==> src/rtl/lr_shift_arbiter_pkg.sv <==
// Shared types for the two-requester left/right shift arbiter.
// Shift direction encoding is shared with the shifter.
package lr_shift_arbiter_pkg;

  typedef enum logic {
    DIR_LEFT  = 1'b0,
    DIR_RIGHT = 1'b1
  } shift_dir_e;

  typedef enum logic [1:0] {
    ST_IDLE   = 2'd0,
    ST_ISSUE  = 2'd1,
    ST_ISSUE2 = 2'd2,
    ST_RESP   = 2'd3
  } state_e;

  localparam logic ID_REQ0 = 1'b0;
  localparam logic ID_REQ1 = 1'b1;

  function automatic int clog2(input int w);
    int r;
    r = 0;
    for (int i = 0; i < 31; i++) begin
      if ((1 << i) < w) r = i + 1;
    end
    return r;
  endfunction

endpackage

==> src/rtl/lr_shift_arbiter_if.sv <==
// Request, response and shifter bundle for lr_shift_arbiter.
// Rotate inputs exist only with LR_SHIFT_ARB_ROTATE_EN.
interface lr_shift_arbiter_if
  import lr_shift_arbiter_pkg::*;
#(
  parameter int width = 8
) ();
  localparam int SW = clog2(width);

  logic             req0_valid;
  logic             req0_ready;
  logic [width-1:0] req0_bits;
  logic [SW-1:0]    req0_shift;
  logic             req0_dir;
  logic             req1_valid;
  logic             req1_ready;
  logic [width-1:0] req1_bits;
  logic [SW-1:0]    req1_shift;
  logic             req1_dir;
`ifdef LR_SHIFT_ARB_ROTATE_EN
  logic             req0_rot;
  logic             req1_rot;
`endif
  logic             rsp_valid;
  logic             rsp_ready;
  logic [width-1:0] rsp_bits;
  logic             rsp_id;
  logic [width-1:0] sh_iBits;
  logic [SW-1:0]    sh_shift;
  logic             sh_dir;
  logic [width-1:0] sh_oBits;

  modport slave (
    input  req0_valid, req0_bits,
    input  req0_shift, req0_dir,
    input  req1_valid, req1_bits,
    input  req1_shift, req1_dir,
`ifdef LR_SHIFT_ARB_ROTATE_EN
    input  req0_rot, req1_rot,
`endif
    input  rsp_ready, sh_oBits,
    output req0_ready, req1_ready,
    output rsp_valid, rsp_bits, rsp_id,
    output sh_iBits, sh_shift, sh_dir
  );

  modport master (
    output req0_valid, req0_bits,
    output req0_shift, req0_dir,
    output req1_valid, req1_bits,
    output req1_shift, req1_dir,
`ifdef LR_SHIFT_ARB_ROTATE_EN
    output req0_rot, req1_rot,
`endif
    output rsp_ready, sh_oBits,
    input  req0_ready, req1_ready,
    input  rsp_valid, rsp_bits, rsp_id,
    input  sh_iBits, sh_shift, sh_dir
  );

endinterface

==> src/rtl/lr_shift_arbiter_rr_arb2.sv <==
// Two-way round-robin grant; the last-grant state lives in the parent.
module rr_arb2
  import lr_shift_arbiter_pkg::*;
(
  input  logic [1:0] i_valid,
  input  logic       i_last_grant,
  output logic       o_gnt_valid,
  output logic       o_gnt_id
);

  always_comb begin
    o_gnt_valid = |i_valid;
    o_gnt_id    = ID_REQ0;
    unique case (1'b1)
      (i_valid == 2'b11): o_gnt_id = ~i_last_grant;
      (i_valid == 2'b10): o_gnt_id = ID_REQ1;
      default:            o_gnt_id = ID_REQ0;
    endcase
  end

endmodule

==> src/rtl/lr_shift_arbiter.sv <==
// Shares one combinational left/right shifter between two requesters.
// Define LR_SHIFT_ARB_ROTATE_EN to add two-pass rotate operations.
module lr_shift_arbiter
  import lr_shift_arbiter_pkg::*;
#(
  parameter int width = 8
) (
  input logic            clk,
  input logic            rst,
  lr_shift_arbiter_if.slave bus
);
  localparam int SW = clog2(width);

  state_e           r_state;
  state_e           w_next;
  logic             r_last_grant;
  logic             r_op_id;
  logic             r_op_dir;
  logic [SW-1:0]    r_op_shift;
  logic [width-1:0] r_op_bits;
  logic [width-1:0] r_rsp_bits;
  logic             r_rsp_id;
  logic             w_gnt_valid;
  logic             w_gnt_id;
  logic             w_ready0;
  logic             w_ready1;
  logic             w_accept;
  logic [width-1:0] w_sel_bits;
  logic [SW-1:0]    w_sel_shift;
  logic             w_sel_dir;
`ifdef LR_SHIFT_ARB_ROTATE_EN
  logic             r_op_rot;
  logic [width-1:0] r_tmp;
  logic             w_sel_rot;
  int               w_rot_int;
  logic [SW-1:0]    w_rot_amt;
`endif

  rr_arb2 u_arb (
    .i_valid     ({bus.req1_valid, bus.req0_valid}),
    .i_last_grant(r_last_grant),
    .o_gnt_valid (w_gnt_valid),
    .o_gnt_id    (w_gnt_id)
  );

  assign w_sel_bits  = w_gnt_id ? bus.req1_bits  : bus.req0_bits;
  assign w_sel_shift = w_gnt_id ? bus.req1_shift : bus.req0_shift;
  assign w_sel_dir   = w_gnt_id ? bus.req1_dir   : bus.req0_dir;
`ifdef LR_SHIFT_ARB_ROTATE_EN
  assign w_sel_rot   = w_gnt_id ? bus.req1_rot   : bus.req0_rot;

  // Second rotate pass: opposite direction, complementary amount.
  always_comb begin
    w_rot_int = (width - int'(r_op_shift)) % width;
    w_rot_amt = w_rot_int[SW-1:0];
  end
`endif

  always_ff @(posedge clk) begin
    if (rst) r_state <= ST_IDLE;
    else     r_state <= w_next;
  end

  always_comb begin
    w_next = r_state;
    unique case (1'b1)
      (r_state == ST_IDLE):
        if (w_accept) w_next = ST_ISSUE;
      (r_state == ST_ISSUE):
`ifdef LR_SHIFT_ARB_ROTATE_EN
        w_next = r_op_rot ? ST_ISSUE2 : ST_RESP;
`else
        w_next = ST_RESP;
`endif
      (r_state == ST_ISSUE2):
        w_next = ST_RESP;
      default:
        if (bus.rsp_ready) w_next = ST_IDLE;
    endcase
  end

  always_comb begin
    w_ready0 = 1'b0;
    w_ready1 = 1'b0;
    if (r_state == ST_IDLE && !rst && w_gnt_valid) begin
      w_ready0 = (w_gnt_id == ID_REQ0);
      w_ready1 = (w_gnt_id == ID_REQ1);
    end
  end

  assign w_accept = (w_ready0 & bus.req0_valid)
                  | (w_ready1 & bus.req1_valid);

  assign bus.req0_ready = w_ready0;
  assign bus.req1_ready = w_ready1;
  assign bus.rsp_valid  = (r_state == ST_RESP) && !rst;
  assign bus.rsp_bits   = r_rsp_bits;
  assign bus.rsp_id     = r_rsp_id;
  assign bus.sh_iBits   = r_op_bits;
  assign bus.sh_shift   = r_op_shift;
  assign bus.sh_dir     = r_op_dir;

  always_ff @(posedge clk) begin
    if (rst) begin
      r_last_grant <= ID_REQ1;
      r_op_id      <= ID_REQ0;
      r_op_dir     <= DIR_LEFT;
      r_op_shift   <= '0;
      r_op_bits    <= '0;
      r_rsp_bits   <= '0;
      r_rsp_id     <= ID_REQ0;
`ifdef LR_SHIFT_ARB_ROTATE_EN
      r_op_rot     <= 1'b0;
      r_tmp        <= '0;
`endif
    end else begin
      if (w_accept) begin
        r_last_grant <= w_gnt_id;
        r_op_id      <= w_gnt_id;
        r_op_bits    <= w_sel_bits;
        r_op_shift   <= w_sel_shift;
        r_op_dir     <= w_sel_dir;
`ifdef LR_SHIFT_ARB_ROTATE_EN
        r_op_rot     <= w_sel_rot;
`endif
      end
      if (r_state == ST_ISSUE) begin
`ifdef LR_SHIFT_ARB_ROTATE_EN
        if (r_op_rot) begin
          r_tmp      <= bus.sh_oBits;
          r_op_dir   <= ~r_op_dir;
          r_op_shift <= w_rot_amt;
        end else begin
          r_rsp_bits <= bus.sh_oBits;
          r_rsp_id   <= r_op_id;
        end
`else
        r_rsp_bits <= bus.sh_oBits;
        r_rsp_id   <= r_op_id;
`endif
      end
`ifdef LR_SHIFT_ARB_ROTATE_EN
      if (r_state == ST_ISSUE2) begin
        r_rsp_bits <= r_tmp | bus.sh_oBits;
        r_rsp_id   <= r_op_id;
      end
`endif
    end
  end

endmodule

==> src/flat_wrapper.sv <==
// flat-port wrapper written by rule: the top's interface ports become plain ports
module lr_shift_arbiter_flat import lr_shift_arbiter_pkg::*;
#(
  parameter int width = 8
)
  (clk, rst, bus_req0_valid, bus_req0_bits, bus_req0_shift, bus_req0_dir, bus_req1_valid, bus_req1_bits, bus_req1_shift, bus_req1_dir, bus_rsp_ready, bus_sh_oBits, bus_req0_ready, bus_req1_ready, bus_rsp_valid, bus_rsp_bits, bus_rsp_id, bus_sh_iBits, bus_sh_shift, bus_sh_dir);
  lr_shift_arbiter_if #(.width(width)) bus_i ();
  input logic clk;
  input logic rst;
  input wire logic [$bits(bus_i.req0_valid)-1:0] bus_req0_valid;
  input wire logic [$bits(bus_i.req0_bits)-1:0] bus_req0_bits;
  input wire logic [$bits(bus_i.req0_shift)-1:0] bus_req0_shift;
  input wire logic [$bits(bus_i.req0_dir)-1:0] bus_req0_dir;
  input wire logic [$bits(bus_i.req1_valid)-1:0] bus_req1_valid;
  input wire logic [$bits(bus_i.req1_bits)-1:0] bus_req1_bits;
  input wire logic [$bits(bus_i.req1_shift)-1:0] bus_req1_shift;
  input wire logic [$bits(bus_i.req1_dir)-1:0] bus_req1_dir;
  input wire logic [$bits(bus_i.rsp_ready)-1:0] bus_rsp_ready;
  input wire logic [$bits(bus_i.sh_oBits)-1:0] bus_sh_oBits;
  output wire logic [$bits(bus_i.req0_ready)-1:0] bus_req0_ready;
  output wire logic [$bits(bus_i.req1_ready)-1:0] bus_req1_ready;
  output wire logic [$bits(bus_i.rsp_valid)-1:0] bus_rsp_valid;
  output wire logic [$bits(bus_i.rsp_bits)-1:0] bus_rsp_bits;
  output wire logic [$bits(bus_i.rsp_id)-1:0] bus_rsp_id;
  output wire logic [$bits(bus_i.sh_iBits)-1:0] bus_sh_iBits;
  output wire logic [$bits(bus_i.sh_shift)-1:0] bus_sh_shift;
  output wire logic [$bits(bus_i.sh_dir)-1:0] bus_sh_dir;
  assign bus_i.req0_valid = bus_req0_valid;
  assign bus_i.req0_bits = bus_req0_bits;
  assign bus_i.req0_shift = bus_req0_shift;
  assign bus_i.req0_dir = bus_req0_dir;
  assign bus_i.req1_valid = bus_req1_valid;
  assign bus_i.req1_bits = bus_req1_bits;
  assign bus_i.req1_shift = bus_req1_shift;
  assign bus_i.req1_dir = bus_req1_dir;
  assign bus_i.rsp_ready = bus_rsp_ready;
  assign bus_i.sh_oBits = bus_sh_oBits;
  assign bus_req0_ready = bus_i.req0_ready;
  assign bus_req1_ready = bus_i.req1_ready;
  assign bus_rsp_valid = bus_i.rsp_valid;
  assign bus_rsp_bits = bus_i.rsp_bits;
  assign bus_rsp_id = bus_i.rsp_id;
  assign bus_sh_iBits = bus_i.sh_iBits;
  assign bus_sh_shift = bus_i.sh_shift;
  assign bus_sh_dir = bus_i.sh_dir;
  lr_shift_arbiter #(.width(width)) u_core (.clk(clk), .rst(rst), .bus(bus_i));
endmodule
==> config.mk <==
export PLATFORM = sky130hd
export DESIGN_NAME = lr_shift_arbiter_flat
export DESIGN_NICKNAME = d
export VERILOG_FILES = /design/src/rtl/lr_shift_arbiter_pkg.sv /design/src/rtl/lr_shift_arbiter_if.sv /design/src/rtl/lr_shift_arbiter_rr_arb2.sv /design/src/rtl/lr_shift_arbiter.sv /design/src/flat_wrapper.sv
export SDC_FILE = /design/constraint.sdc
export NUM_CORES = 1
export LEC_CHECK = 0
export ABC_AREA = 1
export BUFFER_PORTS_ARGS = -buffer_cell sky130_fd_sc_hd__buf_2
export CORE_MARGIN = 10
export CORE_UTILIZATION = 46
export CTS_BUF_LIST = sky130_fd_sc_hd__clkbuf_8
export DETAILED_ROUTE_END_ITERATION = 6
export PLACE_DENSITY = 0.85
export SYNTH_ARGS = -nofsm -noshare
export SYNTH_HDL_FRONTEND = slang
export SYNTH_HIERARCHICAL = 1
export SYNTH_SLANG_ARGS = --single-unit
==> constraint.sdc <==
create_clock -name clk -period 1.8 [get_ports clk]
set_clock_uncertainty 0.05 [all_clocks]
set_input_delay 0.18 -clock clk [delete_from_list [all_inputs] [get_ports clk]]
set_output_delay 0.18 -clock clk [all_outputs]
set_load 0.005 [all_outputs]
## Word-level counts from Yosys, hierarchy flattened

Cells that the tools add are included.

- Bits in registers: 25
- Output and inout port bits: 24
- Word-level logic and storage cells: 37

- Bitwise gates (word level): 5
- Reductions and logical operators: 9
- Multiplexer cells: 9
- Equal/unequal tests: 6

Operator list:

| cell | count |
|---|---|
| $eq 2x2->1 const B | 4 |
| $mux 8 | 1 |
| $mux 2 | 2 |
| $pmux 2 s2 | 1 |
| $reduce_or 2->1 | 2 |
| $logic_and 1x1->1 | 3 |
| $mux 1 | 3 |
| $mux 3 | 1 |
| $reduce_bool 3->1 | 1 |
| $and 1x1->1 | 2 |
| $eq 2x1->1 const B | 1 |
| $logic_not 2->1 | 1 |
| $ne 2x1->1 const B | 1 |
| $not 1->1 | 2 |
| $pmux 1 s2 | 1 |
| $reduce_and 2->1 | 1 |
| $logic_not 1->1 | 1 |
| $or 1x1->1 | 1 |

## Longest topological paths before layout

Gate-level depths: netlist of run 1.

- Depth in word-level cells: 8
- Mapped depth: 10

## By module

Netlist of run 1, hierarchy kept.

By module, submodules not included:

| module | cells an instance | times used | area each (µm²) |
|---|---|---|---|
| lr_shift_arbiter | 163 | 1 | 1138.6 |
| rr_arb2 | 3 | 1 | 15.0 |

## Worst setup path after synthesis of run 1

No wires, ideal clock.

- Path kind: reg2reg
- From: register u_core.r_state[0]
- To: register u_core.r_op_dir (netlist: u_core/bus.sh_dir)
- Buffers on the path: 1
- Slack: 0.392 ns
- Cell stages (with the launch flop): 11
- Arrival time: 1.242 ns
- Data required time: 1.634 ns
- Cell sequence: dfxtp_1 > inv_1 > ha_1 > nand2_1 > nor2_4 > nand3_2 > nand2_4 > inv_2 > buf_6 > nor2_1 > nor2_1

- Cells in the longest elaborated chain, start to end: 6
- Elaborated cells between the ends (all ways): 8

RTL lines:

| element | RTL line | text |
|---|---|---|
| start: declaration | lr_shift_arbiter.sv:14 | `state_e r_state;` |
| start signal: assignment | lr_shift_arbiter.sv:61 | `else r_state <= w_next;` |
| $logic_not 2->1 (*) | lr_shift_arbiter.sv:85 | `if (r_state == ST_IDLE && !rst && w_gnt_valid) begin` |
| $logic_and 1x1->1 (*) (2 in series) | lr_shift_arbiter.sv:85 |  |
| $mux 1 | lr_shift_arbiter.sv:85 |  |
| $and 1x1->1, on equally long branches | lr_shift_arbiter.sv:91, lr_shift_arbiter.sv:92 |  |
| $or 1x1->1 (*) | lr_shift_arbiter.sv:92 | `\| (w_ready1 & bus.req1_valid);` |
| end signal: assignment | lr_shift_arbiter.sv:122 | `r_op_dir <= w_sel_dir;` |
| end: declaration | lr_shift_arbiter.sv:18 | `logic r_op_dir;` |

Mark *: on every way between the ends. The rest lies on a longest branch, timed or not.
A chain may end at the register's enable or synchronous reset.

## Final worst setup path of run 1

- From: register u_core.r_last_grant
- To: register u_core.r_op_shift[0] (netlist: u_core/bus.sh_shift[0])

- Cells in the longest elaborated chain, start to end: 6
- Elaborated cells between the ends (all ways): 9

RTL lines:

| element | RTL line | text |
|---|---|---|
| start: declaration | lr_shift_arbiter.sv:16 | `logic r_last_grant;` |
| start signal: assignment | lr_shift_arbiter.sv:118 | `r_last_grant <= w_gnt_id;` |
| $not 1->1 (*) | lr_shift_arbiter_rr_arb2.sv:15 | `(i_valid == 2'b11): o_gnt_id = ~i_last_grant;` |
| $pmux 1 s2 (*) | lr_shift_arbiter_rr_arb2.sv:14 | `unique case (1'b1)` |
| net u_core.w_gnt_id | lr_shift_arbiter.sv:24 | `logic w_gnt_id;` |
| $not 1->1 | lr_shift_arbiter.sv:86 | `w_ready0 = (w_gnt_id == ID_REQ0);` |
| $mux 1 | lr_shift_arbiter.sv:85 |  |
| $and 1x1->1 | lr_shift_arbiter.sv:91 | `assign w_accept = (w_ready0 & bus.req0_valid)` |
| $or 1x1->1 | lr_shift_arbiter.sv:92 |  |
| end signal: assignment | lr_shift_arbiter.sv:121 | `r_op_shift <= w_sel_shift;` |
| end: declaration | lr_shift_arbiter.sv:19 | `logic [SW-1:0] r_op_shift;` |

The timed path passes the listed nets; every way through them passes the cells marked *.

==> flow_summary_export.csv, run 1 <==
group,metric,value,unit
finish,stdcell_area,0.001506,mm^2
pwr,p_leak,0.0008512,uW
global_route,grt_pass1_vias,1195,
pwr,power_frac_seq,48.7,%
sta,setup_ws,0.2181,ns
setup_path,r2r_slack,0.22,ns
pwr,peakVddDrop,0.7861,mV
cts,clkSlewWorstSetupHoldPaths,0.08,ns
cts,cts_setup_buffers,0,
finish,multi_input_area,574.3,um^2
setup_path,critPathArrivalTime,1.72,ns
logic_synthesis,synth_cell_type_count,22,
place,place_hpwl,2.391,mm
floorplanning,row_count,18,
floorplanning,die_width,70.08,um
detailed_routing,dr.pass1.iters,4,
logic_synthesis,mappedNetlistNets,206,
detailed_routing,wl_per_cell,11.71,um
detailed_routing,ant_nets,0,
floorplanning,pin_count,61,
pwr,p_int,967.9,uW
setup_path,r2r_start,"u_core/r_last_grant$_SDFFE_PP1P_",
detailed_routing,remaining_drc_errors,0,
cts,hold_buffers,0,
sta,tightestPinTransition,0.5288,ns
global_route,grt_max_degree,24,
sta,rsz0062_at_grt,"no",
detailed_routing,vias_per_cell,4.686,
sta,hold_viol,0,
outcome,status,"completed",
pwr,p_comb_share,29.0,%
sta,min_period,1.582,ns
sta,setup_viol,0,
pwr,clock_power_share,22.3,%
detailed_routing,num_vias,1195,
detailed_routing,drtIter0Drc,45,
logic_synthesis,yosys.area.top_type,"dfxtp_1",
detailed_routing,routed_wl,2.986,mm
cts,cts_htree_levels,1,
global_route,grt_usage,12.05,%
finish,drive_gt1_share,32.00,%
setup_path,crit_required,1.94,ns
logic_synthesis,syn-cell-area,0.001154,mm^2
logic_synthesis,synth_top_area_share,43.38,%
sta,timing.slew.headroom,64.71,%
sta,holdWs,0.08841,ns
logic_synthesis,synth-seq-area-share,43.38,%
pwr,p_switching,434.4,uW
setup_path,r2r_cells,8,
cts,cts_buffers,3,
floorplanning,die_h,70.08,um
setup_path,start_kind,"register",
finish,num-nets-final,266,
floorplanning,start_util,47.43,%
logic_synthesis,yosys_warnings,6,
cts,cts.repair.resized,0,
setup_path,end_kind,"register",
logic_synthesis,synthCells,166,
finish,mostFrequentLayoutCell,"buf_2",
pwr,powerDensity,930.9,mW/mm^2
sta,post-route-period-util,87.88,%
hold_path,hold_class,"in2reg",
place,place.gp.congestion,0.7925,
sta,setup-tns-final,0,ns
logic_synthesis,ys_ff_latch,25,
setup_path,worstPathMaxFanout,15,
setup_path,endpoint,"u_core/bus.sh_shift[0]$_SDFFE_PP0P_",
cts,clockRootBuffer,"clkbuf_8",
floorplanning,core_area,0.002432,mm^2
global_route,antenna_found_initial,0,
cts,cts_tree,"done",
pwr,p_total,1402,uW
sta,slew_viol_final,0,
cts,clk_latency,0.26,ns
finish,ff_latch_area,500.5,um^2
finish,mostFrequentLayoutCells,"buf_2, nor2_1, nand2_1",
setup_path,reg2reg_to,"u_core/bus.sh_shift[0]$_SDFFE_PP0P_",
finish,fillers,246,
logic_synthesis,syn_avg_cell_area,6.949,um^2
global_route,grt-ovfl-total,0,
global_route,grt_pass1_wl,5.202,mm
finish,syn2layout_area_growth,30.59,%
place,io_buffers,60,
cts,clk_path_buf_depth,2,
pwr,swShare,30.98,%
sta,fmax,632.2,MHz
job,drv_cap,0,
floorplanning,die_area,0.004911,mm^2
place,placed_area,0.001461,mm^2
finish,antennaDiodeCount,0,
setup_path,crit_type,"reg2reg",
cts,cts.sinks,25,
logic_synthesis,synth_area_leaders,"dfxtp_1, nor2_1, nand2_1",
setup_path,worstSetupStartpoint,"u_core/r_last_grant$_SDFFE_PP1P_",
place,post-place-ws,0.2374,ns
-- worst max-delay path, cell delays in order (launching register included) --
cell and delay [ns]:
dfxtp_1 0.32, a21oi_1 0.15, buf_4 0.22, inv_2 0.14, nand3_4 0.14, nand2_4 0.11
inv_2 0.19, nor2_1 0.06, nor2_1 0.12
-- state kept, by name (all words and copies together) (netlist names) --
signal and cells:
u_core/bus.sh_shift 3, u_core/bus.sh_dir 1, u_core/bus.rsp_bits 8, u_core/r_state 2, u_core/bus.rsp_id 1, u_core/r_op_id 1
u_core/r_last_grant 1, u_core/bus.sh_iBits 8
-- synth_stat cells, drive strengths merged --
master and number:
nor2 48, nand2 43, dfxtp 25, o21ai 21
inv 8, buf 5, nand3 4, a21oi 3
ha 3, clkbuf 2, clkinv 1, nand4 1
o21bai 1, or2 1
-- layer usage --
| metal | part of all wire (%) | vias to the layer above | GRT usage, % |
|---|---|---|---|
| met2 | 47 | 45 | 21.25 |
| met5 | 0 | - | 0 |
| li1 | - | 638 | - |
| met1 | 41 | 512 | 12.67 |
| met3 | 13 | 0 | 6.921 |
| met4 | 0 | 0 | 0.6579 |
-- cells by family after synthesis --
family	Yosys count	share of synthesized area, %
simple gates	97	35.47
fa+ha+maj	3	3.254
flops	25	43.38
buf+inv	16	6.832
compound gates	25	11.06
-- how the worst min path moves through the flow --
| stage | startpoint | endpoint | slack (ns) | cells past startpoint |
|---|---|---|---|---|
| 3_3_place_gp | bus_sh_oBits[5] | u_core/bus.rsp_bits[5]$_SDFFE_PP0N_ | 0.35 | 3 |
| 3_5_place_dp | bus_sh_oBits[0] | u_core/bus.rsp_bits[0]$_SDFFE_PP0N_ | 0.36 | 3 |
| 4_1_cts | bus_sh_oBits[0] | u_core/bus.rsp_bits[0]$_SDFFE_PP0N_ | 0.08 | 3 |
| 2_1_floorplan | rst | u_core/r_op_id$_SDFFE_PP0P_ | 0.20 | 1 |
| 6_report | bus_sh_oBits[7] | u_core/bus.rsp_bits[7]$_SDFFE_PP0N_ | 0.09 | 3 |
| 5_1_grt | bus_sh_oBits[1] | u_core/bus.rsp_bits[1]$_SDFFE_PP0N_ | 0.10 | 3 |
-- stage by stage --
step,util (%),cells
2_1_floorplan,-,166
3_3_place_gp,60.08,251
3_5_place_dp,60.08,251
4_1_cts,61.93,255
5_1_grt,61.93,255
6_report,61.93,255
-- power by group through the flow --
stage,registers [uW],clock network (uW),logic (uW)
3_3_place_gp,692,0,405
5_1_grt,694,347,475
3_5_place_dp,695,0,412
6_report,683,313,407
2_1_floorplan,701,0,234
4_1_cts,683,325,414
-- layout make-up --
cell class,count,area share [%]
tap,30,2.492
inverter,9,2.243
clock buffer,3,2.741
clock inverter,1,0.2492
multi-input combinational,125,38.12
timing repair buffer,62,20.93
sequential,25,33.22
Power figures use the tool's default switching activity.
==> run 2, diff against run 1 <==
--- a/config.mk
+++ b/config.mk
@@ -12,6 +12,7 @@
 export CTS_BUF_LIST = sky130_fd_sc_hd__clkbuf_8
 export DETAILED_ROUTE_END_ITERATION = 6
 export PLACE_DENSITY = 0.85
+export REMOVE_ABC_BUFFERS = 1
 export SYNTH_ARGS = -nofsm -noshare
 export SYNTH_HDL_FRONTEND = slang
 export SYNTH_HIERARCHICAL = 1
==> flow_summary_export.csv, run 2 (synthesis results as in run 1) <==
group,metric,value,unit
detailed_routing,ant_nets,0,
setup_path,end_kind,"output port",
global_route,antenna_found_initial,0,
sta,setup_ws,0.1685,ns
job,drv_cap,0,
hold_path,holdPathStages,3,
cts,cts_htree_levels,1,
setup_path,r2r_slack,0.17,ns
global_route,grt_pass1_vias,1160,
global_route,met1_usage,13.60,%
finish,fillers,261,
global_route,grt-ovfl-total,0,
setup_path,crit_required,1.57,ns
outcome,status,"completed",
sta,setup-tns-final,0,ns
pwr,powerDensity,932.5,mW/mm^2
setup_path,crit_type,"reg2out",
pwr,p_comb_share,28.4,%
cts,clkSlewWorstSetupHoldPaths,0.08,ns
floorplanning,die_width,70.08,um
floorplanning,row_count,18,
sta,hold_viol,0,
cts,cts_tree,"done",
cts,cts.repair.resized,0,
sta,timing.slew.headroom,62.70,%
cts,cts.sinks,25,
finish,drive_gt1_share,32.14,%
finish,mostFrequentLayoutCells,"buf_2, nor2_1, nand2_1",
pwr,p_int,963.9,uW
pwr,p_switching,435.1,uW
global_route,grt_max_degree,24,
setup_path,start_kind,"register",
detailed_routing,dr.pass1.iters,4,
detailed_routing,drtIter0Drc,42,
floorplanning,core_area,0.002432,mm^2
sta,slew_viol_final,0,
finish,antennaDiodeCount,0,
sta,rsz0062_at_grt,"no",
cts,cts_buffers,3,
place,place_hpwl,2.399,mm
finish,mostFrequentLayoutCell,"buf_2",
hold_path,hold_path_end,"u_core/bus.rsp_bits[1]$_SDFFE_PP0N_",
cts,hold_buffers,0,
detailed_routing,num_vias,1194,
global_route,grt_pass1_wl,5.037,mm
setup_path,r2r_start,"u_core/r_last_grant$_SDFFE_PP1P_",
setup_path,worstPathMaxFanout,14,
pwr,p_leak,0.0008446,uW
global_route,grt_use_met2,20.14,%
detailed_routing,wl_per_cell,12.00,um
finish,num-nets-final,265,
finish,multi_input_area,574.3,um^2
global_route,grt_usage,12.00,%
floorplanning,start_util,47.43,%
place,place.gp.congestion,0.7749,
hold_path,holdCritStartpoint,"bus_sh_oBits[1]",
floorplanning,die_area,0.004911,mm^2
detailed_routing,vias_per_cell,4.701,
cts,cts_setup_buffers,0,
floorplanning,die_h,70.08,um
setup_path,critPathArrivalTime,1.40,ns
sta,tightestPinTransition,0.5589,ns
place,io_buffers,60,
cts,clockRootBuffer,"clkbuf_8",
sta,fmax,612.9,MHz
sta,min_period,1.632,ns
cts,clk_latency,0.26,ns
detailed_routing,remaining_drc_errors,0,
global_route,gr-usage-met3,4.520,%
detailed_routing,routed_wl,3.049,mm
pwr,swShare,31.10,%
cts,clk_path_buf_depth,2,
pwr,clock_power_share,22.8,%
setup_path,r2r_cells,7,
global_route,top_usage_layer,"met2",
hold_path,hold_class,"in2reg",
pwr,power_frac_seq,48.8,%
sta,post-route-period-util,90.64,%
finish,ff_latch_area,500.5,um^2
setup_path,reg2reg_to,"u_core/bus.sh_iBits[6]$_SDFFE_PP0P_",
pwr,p_total,1399,uW
finish,syn2layout_area_growth,30.04,%
pwr,peakVddDrop,0.7294,mV
place,post-place-ws,0.2034,ns
sta,setup_viol,0,
floorplanning,pin_count,61,
[run 2: cell types whose count changed in the layout (fill, tap and decap cells not counted)]
cell      previous run  this run
clkinv_2             0         1
buf_4                2         1
inv_1                7         6
[run 2: worst max-delay path, cell delays in order (launching register included)]
cell     delay [ns]
dfxtp_1        0.32
a21oi_1        0.35
inv_2          0.22
nor2_1         0.13
buf_2          0.12
[run 2: layout make-up]
class,count,area share (%)
multi-input combinational,125,38.28
sequential,25,33.36
timing repair buffer,61,20.52
clock buffer,3,2.752
tap,30,2.502
inverter,9,2.252
clock inverter,1,0.3336
[run 2: metrics by stage]
step | cell area [um^2] | std cells | utilization (%) | hold slack, ns
floorplan | 1109 | 159 | - | 0.1991
global placement | 1454 | 250 | 59.77 | 0.3526
detailed placement | 1454 | 250 | 59.77 | 0.3581
CTS | 1500 | 254 | 61.68 | 0.07879
global route | 1500 | 254 | 61.68 | 0.07852
finish | 1500 | 254 | 61.68 | 0.08535
[run 2: metal layers]
layer / part of all wire (%) / vias up
li1: - / 634
met1: 44 / 524
met2: 49 / 34
met3: 6.2 / 2
met4: 1.1 / 0
met5: 0 / -
[run 2: power groups by stage]
| stage | sequential [uW] | clock [uW] | combinational [uW] |
|---|---|---|---|
| final | 682 | 319 | 397 |
| after global routing | 695 | 363 | 463 |
| after CTS | 683 | 335 | 405 |
| after detailed placement | 695 | 0 | 403 |
| after global placement | 693 | 0 | 398 |
| after floorplan | 701 | 0 | 218 |
[run 2: how the worst max path moves through the flow]
stage	start	endpoint	slack, ns	cells past startpoint
2_1_floorplan	u_core/r_last_grant$_SDFFE_PP1P_	u_core/bus.sh_dir$_SDFFE_PP0P_	-0.06	7
3_3_place_gp	u_core/r_state[1]$_SDFFE_PP0P_	u_core/bus.sh_iBits[2]$_SDFFE_PP0P_	0.26	9
3_5_place_dp	bus_req1_valid	u_core/bus.sh_shift[2]$_SDFFE_PP0P_	0.20	9
4_1_cts	u_core/r_last_grant$_SDFFE_PP1P_	bus_req1_ready	0.19	4
5_1_grt	u_core/r_last_grant$_SDFFE_PP1P_	u_core/bus.sh_iBits[6]$_SDFFE_PP0P_	0.02	7
6_report	u_core/r_last_grant$_SDFFE_PP1P_	bus_req1_ready	0.17	4
